### src/rtl/stopwatch_pkg.sv
// Shared stopwatch constants: board clock, debounce/hold timing and button channel indices.
package stopwatch_pkg;

  localparam int unsigned CLK_FREQ_HZ  = 100_000_000;
  localparam int unsigned DEBOUNCE_MS  = 5;
  localparam int unsigned DEBOUNCE_CNT = (CLK_FREQ_HZ / 1000) * DEBOUNCE_MS;
  localparam int unsigned HOLD_CNT     = CLK_FREQ_HZ;

  localparam int unsigned BTN_START = 0;
  localparam int unsigned BTN_STOP  = 1;
  localparam int unsigned BTN_MODE  = 2;
  localparam int unsigned N_BTN_STD = BTN_MODE + 1;

  // Counter width able to hold 0..max_val; never narrower than one bit.
  function automatic int unsigned cnt_width(input int unsigned max_val);
    return (max_val == 0) ? 1 : $clog2(max_val + 1);
  endfunction

endpackage

### src/rtl/debounce_channel.sv
// One button channel: 2-flop synchronizer, debounce counter, edge pulses and long-press detect.
module debounce_channel
  import stopwatch_pkg::*;
#(
  parameter int unsigned CNT_MAX  = DEBOUNCE_CNT,
  parameter int unsigned HOLD_MAX = HOLD_CNT
) (
  input  logic clk_i,
  input  logic rst_i,
  input  logic raw_i,
  output logic level_o,
  output logic press_o,
  output logic release_o,
  output logic hold_o
);

  localparam int unsigned      CNT_W    = cnt_width(CNT_MAX);
  localparam logic [CNT_W-1:0] CNT_LAST = CNT_W'(CNT_MAX - 1);

  logic             sync1_q, sync2_q;
  logic [CNT_W-1:0] cnt_q, cnt_d;
  logic             level_q, level_d;
  logic             press_q, press_d;
  logic             release_q, release_d;

  always_ff @(posedge clk_i or posedge rst_i) begin
    if (rst_i) begin
      sync1_q   <= 1'b0;
      sync2_q   <= 1'b0;
      cnt_q     <= '0;
      level_q   <= 1'b0;
      press_q   <= 1'b0;
      release_q <= 1'b0;
    end else begin
      sync1_q   <= raw_i;
      sync2_q   <= sync1_q;
      cnt_q     <= cnt_d;
      level_q   <= level_d;
      press_q   <= press_d;
      release_q <= release_d;
    end
  end

  // Any cycle where the synchronized input agrees with the level restarts the count.
  always_comb begin
    cnt_d     = '0;
    level_d   = level_q;
    press_d   = 1'b0;
    release_d = 1'b0;
    if (sync2_q != level_q) begin
      if (cnt_q == CNT_LAST) begin
        level_d   = ~level_q;
        press_d   = ~level_q;
        release_d = level_q;
      end else begin
        cnt_d = cnt_q + 1'b1;
      end
    end
  end

  assign level_o   = level_q;
  assign press_o   = press_q;
  assign release_o = release_q;

  if (HOLD_MAX > 0) begin : g_hold
    localparam int unsigned       HOLD_W    = cnt_width(HOLD_MAX);
    localparam logic [HOLD_W-1:0] HOLD_TOP  = HOLD_W'(HOLD_MAX);
    localparam logic [HOLD_W-1:0] HOLD_FIRE = HOLD_W'(HOLD_MAX - 1);

    logic [HOLD_W-1:0] hcnt_q, hcnt_d;
    logic              hold_q, hold_d;

    always_ff @(posedge clk_i or posedge rst_i) begin
      if (rst_i) begin
        hcnt_q <= '0;
        hold_q <= 1'b0;
      end else begin
        hcnt_q <= hcnt_d;
        hold_q <= hold_d;
      end
    end

    // Saturation at HOLD_TOP keeps the pulse to one per press.
    always_comb begin
      hcnt_d = '0;
      hold_d = 1'b0;
      if (level_q) begin
        hcnt_d = (hcnt_q == HOLD_TOP) ? hcnt_q : hcnt_q + 1'b1;
        hold_d = (hcnt_q == HOLD_FIRE);
      end
    end

    assign hold_o = hold_q;
  end else begin : g_no_hold
    assign hold_o = 1'b0;
  end

endmodule

### src/rtl/button_conditioner.sv
// Conditions raw board buttons into debounced levels plus press/release/long-press pulses.
module button_conditioner
  import stopwatch_pkg::*;
#(
  parameter int unsigned N_BTN    = N_BTN_STD,
  parameter int unsigned CNT_MAX  = DEBOUNCE_CNT,
  parameter int unsigned HOLD_MAX = HOLD_CNT
) (
  input  logic             clk,
  input  logic             reset,
  input  logic [N_BTN-1:0] btn_raw,
  output logic [N_BTN-1:0] btn_level,
  output logic [N_BTN-1:0] btn_press,
  output logic [N_BTN-1:0] btn_release,
  output logic [N_BTN-1:0] btn_hold
);

  for (genvar i = 0; i < N_BTN; i++) begin : g_ch
    debounce_channel #(
      .CNT_MAX  (CNT_MAX),
      .HOLD_MAX (HOLD_MAX)
    ) u_ch (
      .clk_i     (clk),
      .rst_i     (reset),
      .raw_i     (btn_raw[i]),
      .level_o   (btn_level[i]),
      .press_o   (btn_press[i]),
      .release_o (btn_release[i]),
      .hold_o    (btn_hold[i])
    );
  end

endmodule

### config.mk
export PLATFORM = sky130hd
export DESIGN_NAME = button_conditioner
export DESIGN_NICKNAME = d
export VERILOG_FILES = /design/src/rtl/stopwatch_pkg.sv /design/src/rtl/debounce_channel.sv /design/src/rtl/button_conditioner.sv
export SDC_FILE = /design/constraint.sdc
export NUM_CORES = 1
export LEC_CHECK = 0
export CAP_MARGIN = 20
export CORE_ASPECT_RATIO = 2
export CORE_MARGIN = 1
export CORE_UTILIZATION = 56
export CTS_BUF_LIST = sky130_fd_sc_hd__clkbuf_8
export DETAILED_ROUTE_END_ITERATION = 10
export PLACE_DENSITY = 0.8
export SLEW_MARGIN = 15
export SYNTH_ARGS = -nofsm -noshare
export SYNTH_HDL_FRONTEND = slang
export SYNTH_HIERARCHICAL = 1
export SYNTH_SLANG_ARGS = --single-unit
### constraint.sdc
create_clock -name clk -period 1.82 [get_ports clk]
set_input_delay 0.455 -clock clk [delete_from_list [all_inputs] [get_ports clk]]
set_output_delay 0.455 -clock clk [all_outputs]
set_load 0.05 [all_outputs]
==> Word level (Yosys, flattened, before mapping) <==
Index checks and enable logic that the tools add are counted.
{ "op_classes": {"add_sub_neg": 6, "n_eq_ne": 15, "muxes": 27, "n_bitwise": 3, "reduce_logical": 3} }
{ "ops": {"columns": ["operator", "n"], "rows": [
  ["equality test 27 bit, second input constant", 6],
  ["two-way mux 27 bit", 6],
  ["two-way mux 19 bit", 6],
  ["adder 27 x 1 -> 27 bit, second input constant", 3],
  ["adder 19 x 1 -> 19 bit, second input constant", 3],
  ["equality test 19 bit, second input constant", 3],
  ["two-way mux 1 bit", 15],
  ["inequality test 2 bit, second input constant", 3],
  ["AND reduction 2 bit", 3],
  ["inequality test 1 bit", 3],
  ["NOT 1 bit", 3]
]} }
{ "word_totals": {"register_bits": 156, "inputBits": 5, "output_inout_bits": 12, "wordCells": 78} }

==> Depth between registers and ports, before layout <==
{ "logic_depth": {"word_depth": 3, "depth_mapped": 6, "mapped_depth_nobuf": 6} }

==> Cells and area by module <==
Netlist, hierarchy kept.
{ "modules_own_cells": {"columns": ["mod", "instances", "cells_per_inst", "area_each_um2", "seq_area_each_um2"], "rows": [
  ["debounce_channel", 3, 273, 2630.0, 1301.2]
]} }

==> Worst setup path after synthesis <==
OpenSTA, ideal clock, no wires.
{ "synth_path": {"path_kind": "register to register", "from": "reg g_ch[0].u_ch.cnt_q[5]", "to": "reg g_ch[0].u_ch.cnt_q[17]", "setup_ps": 79, "arrival_time_ps": 1773, "required_time_ps": 1741, "path_slack_ps": -32, "stages_incl_launch_ff": 6, "n_path_buf": 1, "period_less_slack_ps": 1852, "path_cell_list": "dfrtp_1 > nand4_2 > or4_1 > buf_2 > or4_1 > a21oi_1"} }
{ "synth_between": {"elab_chain_cells": 3, "word_cells_on_any_way": 4, "classes_between": "1 x add/sub; 1 x eq/ne; 2 x mux"} }
{ "synth_rtl": {"columns": ["item", "line", "rtl"], "rows": [
  ["start, declared", "debounce_channel.sv:21", "logic [CNT_W-1:0] cnt_q, cnt_d;"],
  ["start signal, assigned", "debounce_channel.sv:37", "cnt_q <= cnt_d;"],
  ["adder 19 x 1 -> 19 bit / equality test 19 bit (equally long branches)", "debounce_channel.sv:56, debounce_channel.sv:51", null],
  ["two-way mux 19 bit (*)", "debounce_channel.sv:51", "if (cnt_q == CNT_LAST) begin"],
  ["two-way mux 19 bit (*)", "debounce_channel.sv:50", "if (sync2_q != level_q) begin"],
  ["named net g_ch[0].u_ch.cnt_d[17]", "debounce_channel.sv:21", null]
]} }
Mark *: on every way through the listed nets, which the timed path passes. The rest lies on a longest branch.
A chain may end at the register's enable or synchronous reset.

==> Final worst setup path <==
{ "layout_path": {"from": "reg g_ch[0].u_ch.cnt_q[0]", "to": "reg g_ch[0].u_ch.cnt_q[18]"} }
The elaborated chain is that of the path after synthesis.

==> flow_metrics.tcl <==
set metrics [dict create \
    drive_above_1_share 0.2947 \
    period_needed_ns 1.904 \
    yosysMostFrequentCell "dfrtp_1" \
    status "complete, but fails checks" \
    synth-edff-count 0 \
    place.port_buffers 16 \
    grt_start_max_net_pins 53 \
    drtIter0Drc 357 \
    worst_ep_required_time_ns 2.21 \
    n_antenna_cell 0 \
    fmax_mhz 525.2 \
    ys_warn_count 6 \
    setup_viol 11 \
    hold_class "register to register" \
    cpPeakStageDelay_ns 0.56 \
    avgSynthCellArea_um2 9.634 \
    crit_fanout 3 \
    num_vias 7278 \
    startpoint_type "register" \
    ys_types 37 \
    peakVddDrop_mv 0.4903 \
    boundaryPins 17 \
    cts_buffers 17 \
    final-max-slew-violation-count 0 \
    area_growth_syn_to_layout_pct 27.97 \
    power_frac_comb 0.032 \
    postRouteAntennaNets 0 \
    synth_top_area_cell "dfrtp_1" \
    cts_root_buf "clkbuf_8" \
    wl_per_cell_um 17.76 \
    synth_top_area_frac 0.4948 \
    p_int_mw 4.821 \
    dr.pass1.iters 6 \
    crit_type "register to register" \
    seq_area_frac_synth 0.4948 \
    netlist_top_cells_count "156 x dfrtp_1, 78 x nor2_1, 63 x a21oi_1, 48 x nand3_1" \
    p_seq_frac 0.556 \
    maxCapViolCount 0 \
    fp.dieW_um 85.93 \
    ys_ff_latch 156 \
    dp_hpwl_um 14110 \
    clkLatencyLatePin_ns 0.46 \
    endpoint_kind "register" \
    setup_slack_ns -0.08393 \
    die_h_um 169.9 \
    leakage_nw 4.023 \
    mappedNetlistArea_um2 7890 \
    worst_hold_slack_ns 0.3587 \
    switchingPower_mw 1.487 \
    syn-num-nets 833 \
    numClockSinks 156 \
    slew-limit-headroom 0.6364 \
    wl_um 20960 \
    drcViolationCount 0 \
    initial_core_util 0.5711 \
    hold_viol 0 \
    finalCritPeriodShare 1.046 \
    cts_tree "built" \
    worst_slew_pin_slew_ns 0.5447 \
    cts_hold_buf 0 \
    viasPerCell 6.168 \
    power_density_nw_per_um2 624.7 \
    fin_nets 992 \
    cts_max_path_buffers 2 \
    grt_pass1_vias 7651 \
    synthCells 819 \
    critical_path.slowest_cell "or4_4" \
    fin_worst_skew_ns 0.02092 \
    power.total_mw 6.308 \
    grt_pass1_wl_um 34560 \
    path_cells "ha_2, nand4_1, or4_4, or3_4, a21oi_2" \
    synth-async-reset-ratio 1.000 \
    arrival_ns 2.30 \
    ys_top_cells_by_area "dfrtp_1 49%, a21oi_1 4.0%, xnor2_1 4.0%" \
    yosys_most_used_dff "dfrtp_1" \
    switching_share 0.2357 \
    gr-usage-all-layers 0.2975 \
    clk_pin_slew_ns 0.09 \
    place_congestion 0.9119 \
    htreeDepth 4 \
    fillers 891 \
    antenna_found_initial 0 \
    violations "setup timing" \
    rsz0062_at_grt "true" \
    overflow 0 \
    rows 61 \
    dieArea_um2 14600 \
    coreArea_um2 13810 \
    clkPwrFrac 0.412 \
]
[critical path: cells and delay by family (launching register included)]
family	cells	cell delay, ns
fa+ha+maj	1	0.20
simple gates	3	1.11
flops	1	0.40
compound gates	1	0.13
[power groups by stage]
stage | clock [mW] | sequential, mW | combinational [mW]
global placement | 0 | 3.57 | 0.174
floorplan | 0 | 3.57 | 0.0951
detailed placement | 0 | 3.57 | 0.183
finish | 2.60 | 3.51 | 0.202
global route | 2.77 | 3.51 | 0.226
CTS | 2.64 | 3.51 | 0.189
[flip-flops by register name, indices dropped and copies added (netlist names)]
register / flops
g_ch.u_ch/press_o: 3
g_ch.u_ch/release_o: 3
g_ch.u_ch/hold_o: 3
g_ch.u_ch/sync2_q: 3
g_ch.u_ch/sync1_q: 3
g_ch.u_ch/g_hold.hcnt_q: 81
g_ch.u_ch/cnt_q: 57
g_ch.u_ch/level_o: 3
[path summary, 6_finish.rpt]
check | from | endpoint | slack [ns] | depth (start not counted)
min in group asynchronous | reset | g_ch[1].u_ch/g_hold.hcnt_q[4] | 0.48 | 3
worst min-delay path | g_ch[1].u_ch/sync1_q | g_ch[1].u_ch/sync2_q | 0.36 | 0
worst max-delay path | g_ch[0].u_ch/cnt_q[0] | g_ch[0].u_ch/cnt_q[18] | -0.08 | 5
max in group asynchronous | reset | g_ch[0].u_ch/g_hold.hcnt_q[0] | 1.07 | 3
worst max register to register | g_ch[0].u_ch/cnt_q[0] | g_ch[0].u_ch/cnt_q[18] | -0.08 | 5
worst min register to register | g_ch[1].u_ch/sync1_q | g_ch[1].u_ch/sync2_q | 0.36 | 0
[layout by cell type (no fill, tap or decap), drive strengths merged, types with 36 or more instances in the layout]
master and count:
or4 40, o21ai 39, buf 165, nand2 42, dfrtp 156, xnor2 36, a21oi 63, nand3 51
nand4 45, nor2 78
[kinds of logic after synthesis]
logic type,share of synthesized area
multiplexers,0.004281
buffers and inverters,0.02950
AO/OA/AOI/OAI,0.09657
adder cells (fa/ha/maj),0.01427
XOR/XNOR,0.07659
AND/OR/NAND/NOR,0.2840
flip-flops,0.4948
[per-stage QoR]
stage,setup TNS [ns],std cells,setup WS (ns),area [um^2],utilization
finish,-0.4621,1180,-0.08393,10100,0.7309
global route,-1.538,1180,-0.1213,10100,0.7309
CTS,-0.3990,1167,-0.06788,9762,0.7066
detailed placement,-1.673,1121,-0.1173,9173,0.6640
global placement,-0.2772,1121,-0.04504,9173,0.6640
floorplan,-0.05315,819,-0.01772,7920,-
[layer usage]
metal	vias up	wire, um	part of all wire	global-route usage
li1	3333	-	-	-
met5	-	0	0	0
met4	0	795	0.038	0.1667
met2	217	11990	0.57	0.5556
met3	77	612	0.029	0.04413
met1	3651	7563	0.36	0.3096
[area by class of cell]
type | instances | area (um^2) | share of cell area
multi-input cells | 604 | 4078 | 0.4038
clock buffers | 18 | 247.7 | 0.02454
clock inverters | 14 | 148.9 | 0.01475
repair buffers | 169 | 1365 | 0.1352
flip-flops and latches | 156 | 3909 | 0.3871
well taps | 189 | 236.5 | 0.02342
inverters | 30 | 112.6 | 0.01115
[timing repair]
item                       4_1_cts  5_1_grt
setup endpoints to repair       34       53
gates cloned                     2        0
pin swaps                       23       32
resized for setup               23       61
setup buffers                   12       13
Power figures use the tool's default switching activity.
